<file path="config.mk">
export PLATFORM = sky130hd
export DESIGN_NAME = apb_cmd_master
export DESIGN_NICKNAME = d
export VERILOG_FILES = /design/src/rtl/apb_pkg.sv /design/src/rtl/apb_cmd_master.sv
export SDC_FILE = /design/constraint.sdc
export NUM_CORES = 1
export LEC_CHECK = 0
export BUFFER_PORTS_ARGS = -buffer_cell sky130_fd_sc_hd__buf_2
export CAP_MARGIN = 20
export CORE_ASPECT_RATIO = 0.5
export CORE_UTILIZATION = 40
export DETAILED_ROUTE_END_ITERATION = 8
export PLACE_DENSITY = 0.69
export SETUP_SLACK_MARGIN = 0.05
export SLEW_MARGIN = 5
export SYNTH_ARGS = -nofsm -noshare
export SYNTH_HDL_FRONTEND = slang
export SYNTH_SLANG_ARGS = --single-unit
export TNS_END_PERCENT = 1
</file>
<file path="constraint.sdc">
create_clock -name pclk -period 3 [get_ports pclk]
set_clock_uncertainty 0.05 [all_clocks]
set_input_delay 0.45 -clock pclk [delete_from_list [all_inputs] [get_ports pclk]]
set_output_delay 0.45 -clock pclk [all_outputs]
set_load 0.05 [all_outputs]
</file>
<file path="src/rtl/apb_pkg.sv">
// Shared APB definitions for the command master.
// State encoding and protection width.
package apb_pkg;

   localparam int PROT_W = 3;

   typedef enum logic [1:0] {
      IDLE,
      SETUP,
      ACCESS,
      RESP
   } state_t;

endpackage

</file>
<file path="src/rtl/apb_cmd_master.sv">
// Single-outstanding APB4 requester with ACCESS timeout.
// Command stream in, APB transfer out, response stream back.
module apb_cmd_master
   import apb_pkg::*;
#(
   parameter int DATA_WIDTH     = 32,
   parameter int ADDR_WIDTH     = 32,
   parameter int TIMEOUT_CYCLES = 16
) (
   input  logic                    pclk,
   input  logic                    presetn,
   input  logic                    cmd_valid,
   output logic                    cmd_ready,
   input  logic [ADDR_WIDTH-1:0]   cmd_addr,
   input  logic                    cmd_write,
   input  logic [DATA_WIDTH-1:0]   cmd_wdata,
   input  logic [DATA_WIDTH/8-1:0] cmd_strb,
   input  logic [PROT_W-1:0]       cmd_prot,
   output logic                    rsp_valid,
   input  logic                    rsp_ready,
   output logic [DATA_WIDTH-1:0]   rsp_rdata,
   output logic                    rsp_err,
   output logic [ADDR_WIDTH-1:0]   paddr,
   output logic [PROT_W-1:0]       pprot,
   output logic                    psel,
   output logic                    penable,
   output logic                    pwrite,
   output logic [DATA_WIDTH-1:0]   pwdata,
   output logic [DATA_WIDTH/8-1:0] pstrb,
   input  logic                    pready,
   input  logic [DATA_WIDTH-1:0]   prdata,
   input  logic                    pslverr
);

   localparam int TW = (TIMEOUT_CYCLES > 0) ?
                       $clog2(TIMEOUT_CYCLES + 1) : 1;
   localparam bit TEN = (TIMEOUT_CYCLES > 0);
   localparam logic [TW-1:0] TLAST =
      TW'((TIMEOUT_CYCLES > 0) ? TIMEOUT_CYCLES - 1 : 0);

   state_t        state;
   state_t        state_nxt;
   logic [TW-1:0] tcnt;
   logic          accept;
   logic          expire;

   assign accept = cmd_valid & cmd_ready;
   assign expire = TEN & ~pready & (tcnt == TLAST);

   // State register.
   always_ff @(posedge pclk or negedge presetn) begin
      if (!presetn) begin
         state <= IDLE;
      end else begin
         state <= state_nxt;
      end
   end

   // Next-state decode; the wait timer only counts ACCESS cycles.
   always_comb begin
      state_nxt = state;
      unique case (state)
         IDLE:   if (accept) state_nxt = SETUP;
         SETUP:  state_nxt = ACCESS;
         ACCESS: if (pready | expire) state_nxt = RESP;
         RESP:   if (rsp_ready) state_nxt = IDLE;
      endcase
   end

   // Registered handshake and APB phase outputs, taken from next state.
   always_ff @(posedge pclk or negedge presetn) begin
      if (!presetn) begin
         cmd_ready <= 1'b0;
         psel      <= 1'b0;
         penable   <= 1'b0;
         rsp_valid <= 1'b0;
      end else begin
         cmd_ready <= (state_nxt == IDLE);
         psel      <= (state_nxt == SETUP) | (state_nxt == ACCESS);
         penable   <= (state_nxt == ACCESS);
         rsp_valid <= (state_nxt == RESP);
      end
   end

   // Holding registers drive the APB bus; read data/strobes zeroed here.
   always_ff @(posedge pclk or negedge presetn) begin
      if (!presetn) begin
         paddr  <= '0;
         pprot  <= '0;
         pwrite <= 1'b0;
         pwdata <= '0;
         pstrb  <= '0;
      end else if (state == IDLE && accept) begin
         paddr  <= cmd_addr;
         pprot  <= cmd_prot;
         pwrite <= cmd_write;
         pwdata <= cmd_write ? cmd_wdata : '0;
         pstrb  <= cmd_write ? cmd_strb : '0;
      end
   end

   // ACCESS wait timer, cleared while in SETUP.
   always_ff @(posedge pclk or negedge presetn) begin
      if (!presetn) begin
         tcnt <= '0;
      end else if (state == SETUP) begin
         tcnt <= '0;
      end else if (state == ACCESS && !pready && !expire) begin
         tcnt <= tcnt + 1'b1;
      end
   end

   // Response capture: slave completion wins over a same-cycle expiry.
   always_ff @(posedge pclk or negedge presetn) begin
      if (!presetn) begin
         rsp_rdata <= '0;
         rsp_err   <= 1'b0;
      end else if (state == ACCESS) begin
         if (pready) begin
            rsp_err   <= pslverr;
            rsp_rdata <= (!pwrite && !pslverr) ? prdata : '0;
         end else if (expire) begin
            rsp_err   <= 1'b1;
            rsp_rdata <= '0;
         end
      end
   end

endmodule

</file>
==> flow_summary.toml <==
[power_and_ir_drop]
powerDensity_mw_per_mm2 = 1340
peakVddDrop_mv = 0.441
p_clk_share_pct = 23.6
p_leak_nw = 3.56
seqPwrFrac_pct = 30.2
power_frac_comb_pct = 46.3
power.internal_mw = 4.69
p_switching_mw = 3.98
switching_share_pct = 45.9

[cts]
postCtsSetupBuffers = 0
clock_path_buffers = 2
numCtsBuffers = 17
cts-root-buf = "clkbuf_16"
h-tree-depth = 4
cts.repair.resized = 0
clk_pin_slew_worst_paths_ns = 0.05
cts_sinks = 116
tritoncts = "yes"
clk_latency_ns = 0.39

[detailed_routing]
detail_route.wl_per_cell_um = 14.5
route.detailed.drc = 0
drt_iter0_markers = 177
via_count = 3474
routed_via_density = 4.63
ant_nets = 0
dr.pass1.iters = 4
wl_um = 10900

[final_layout]
final_layout_size_suffix_gt1_share_pct = 49.5
multi_input_area_mm2 = 0.00160
area_delta_synth_final_pct = 38.8
fillers = 967
antenna_cells = 0
finalNetCount = 695
design_area_mm2 = 0.00647
ff_latch_area_mm2 = 0.00290

[global_routing]
grt_pass1_wl_um = 17500
overflow = 0
grt_pass1_vias = 3414
antenna_found_initial = 0
grt_max_degree = 109
grt_usage_pct = 18.7

[critical_path]
cp_cell_sequence = "ha_1 -> and3_1 -> ha_1 -> or2_2 -> nand2_2 -> o211a_1 -> ha_1"
worst-setup-path-type = "flop to flop"
cp.arrival_ns = 2.53
cpMostUsedCell = "ha_1"
cp-start-kind = "flop"
slowest_delay_ns = 0.42
path_max_fanout = 19
r2r_slack_ns = 0.69
rr_worst_depth = 7
critical_path_required_ns = 3.22
r2r_end = "psel$_DFF_PN0_"
cp_slowest_cell = "dfrtp_1"
endpoint = "psel$_DFF_PN0_"
startpoint = "tcnt[0]$_DFFE_PN0P_"
worstSetupEndpointType = "flop"
r2r-start = "tcnt[0]$_DFFE_PN0P_"

[logic_synthesis]
yosysUniqueCellTypes = 37
synth_warnings = 0
netlist_instances = 362
synth_seq_cells = 116
synth_compound_area_share_pct = 11.9
synth_mux_area_share_pct = 11.8
ys_seq_area_share_pct = 62.2
netlist_area_mm2 = 0.00466
synthAdderAreaFrac_pct = 1.34
yosys.area_share.simple_pct = 9.17
syn-num-nets = 477
synth_area_per_cell_um2 = 12.9
synth_top_family_by_area = "compound AO/OA/AOI/OAI gates"
synthXorXnorAreaFrac_pct = 0

[timing]
finalSetupViolCount = 0
period_minus_slack_ns = 2.31
totalNegativeSetupSlack_ns = 0
fmax_mhz = 433
slew-limit-headroom_pct = 56.7
fin_crit_sh_pct = 77.0
hold_viol = 0
worst_pin_slew_ns = 0.649
rsz0062_at_grt = "no"
final_max_slew_viol_count = 0

[place]
dp_hpwl_um = 7510
io_buffers = 218
place_area_mm2 = 0.00586
gp_congestion = 0.769

[flow_run]
maxCapViolations = 0

[die]
fp.dieW_um = 155
die_h_um = 78.4
io_pins = 219
placementRows = 27
start_util_pct = 41.7
coreArea_mm2 = 0.0112
dieArea_mm2 = 0.0121

[run_status]
status = "completed"

[worst_hold_path]
hold_path.class = "input pin to flop"
-- how the worst min path moves through the flow --
stage               cells after the start  slack [ns]                   endpoint        from
detailed placement                      1        0.29      pwdata[6]$_DFFE_PN0P_     presetn
global placement                        1        0.28      pwdata[6]$_DFFE_PN0P_     presetn
CTS                                     2        0.20   rsp_rdata[2]$_DFFE_PN0P_   prdata[2]
global route                            2        0.21  rsp_rdata[12]$_DFFE_PN0P_  prdata[12]
floorplan                               0        0.10        cmd_ready$_DFF_PN0_     presetn
finish                                  2        0.22  rsp_rdata[10]$_DFFE_PN0P_  prdata[10]
-- final cells by class --
class / count / share of cell area [%]
clock buffers: 22 / 7.32
clock inverters: 9 / 1.97
inverters: 3 / 0.174
multi-input cells: 219 / 24.7
flip-flops and latches: 116 / 44.8
well taps: 159 / 3.07
repair buffers: 223 / 17.9
-- metrics by stage --
stage                     total power [mW]  instances  utilization (%)  hold WS (ns)  setup WS (ns)
after detailed placement              6.67        719             52.4         0.288          0.691
after global routing                  9.08        751             57.9         0.209          0.503
after global placement                6.60        719             52.4         0.279          0.721
after floorplan                       5.70        362                -         0.104          0.866
after CTS                             8.77        751             57.9         0.203          0.680
final                                 8.67        751             57.9         0.223          0.691
-- cell families after synthesis --
family / count (synthesis)
AO/OA/AOI/OAI: 81
adder cells (fa/ha/maj): 5
buffers and inverters: 27
flip-flops: 116
multiplexers: 37
AND/OR/NAND/NOR: 96
-- critical path: cells and delay by family, from the launching register on --
family / cells / cell delay (ns)
AND/OR/NAND/NOR: 3 / 0.81
flip-flops: 1 / 0.42
adder cells (fa/ha/maj): 3 / 0.68
AO/OA/AOI/OAI: 1 / 0.23
-- synthesized netlist by cell type (all sizes together) --
cell | instances | area share, %
o21ai | 40 | 4.4
or2 | 1 | 0.13
nand4bb | 2 | 0.83
a31oi | 1 | 0.13
nor3 | 1 | 0.11
a221o | 1 | 0.21
o211ai | 1 | 0.16
dfrtp | 116 | 62
nand4 | 1 | 0.13
nor4bb | 1 | 0.21
o31a | 1 | 0.19
nor2b | 1 | 0.13
o22a | 1 | 0.19
a21boi | 1 | 0.16
nor3b | 1 | 0.16
mux2 | 37 | 12
o311ai | 1 | 0.19
ha | 5 | 1.3
a21oi | 1 | 0.11
and2b | 1 | 0.16
nand2 | 79 | 6.4
a22o | 32 | 6.0
o211a | 1 | 0.21
or3b | 1 | 0.19
inv | 3 | 0.24
nand3 | 3 | 0.32
and3 | 1 | 0.13
clkbuf | 7 | 0.59
buf | 17 | 2.7
nor2 | 3 | 0.24
-- timing repair --
action / in CTS / in global routing
hold endpoints to repair: 16 / 0
setup endpoints to repair: 0 / 0
hold buffers: 1 / 0
-- flip-flops by register name, indices dropped and copies added, names as in the netlist --
name       cells
pwrite         1
cmd_ready      1
pwdata        32
rsp_valid      1
psel           1
pprot          3
rsp_err        1
pstrb          4
rsp_rdata     32
state          2
penable        1
tcnt           5
paddr         32
-- placed cells by master, fill, tap and decap left out, types with 2 or more instances in the layout --
cell,netlist,layout
clkbuf_16,0,17
o21ai_0,39,39
buf_2,9,217
buf_4,3,3
clkbuf_8,0,3
clkinvlp_4,0,3
dfrtp_1,116,116
mux2_4,36,36
nand2_1,78,78
nand3_1,3,3
a22o_1,32,32
nor2_1,3,2
clkinv_2,0,3
buf_12,0,2
ha_1,5,5
clkbuf_1,6,2
inv_1,3,3
bufinv_16,0,3
-- power groups by stage --
stage / registers [mW] / clock network [mW] / logic [mW]
after global placement: 2.61 / 0 / 3.99
after floorplan: 4.75 / 0 / 0.951
final: 2.61 / 2.04 / 4.01
after CTS: 2.62 / 2.10 / 4.05
after global routing: 2.71 / 2.18 / 4.19
after detailed placement: 2.63 / 0 / 4.05
-- layer usage --
layer	wire length, um	GRT usage (%)	up-vias
li1	-	-	1695
met1	4690	23.2	1662
met2	5610	31.4	97
met3	409	4.53	20
met4	199	7.92	0
met5	0	0	-
No activity file was read; power rests on OpenSTA's default activity.
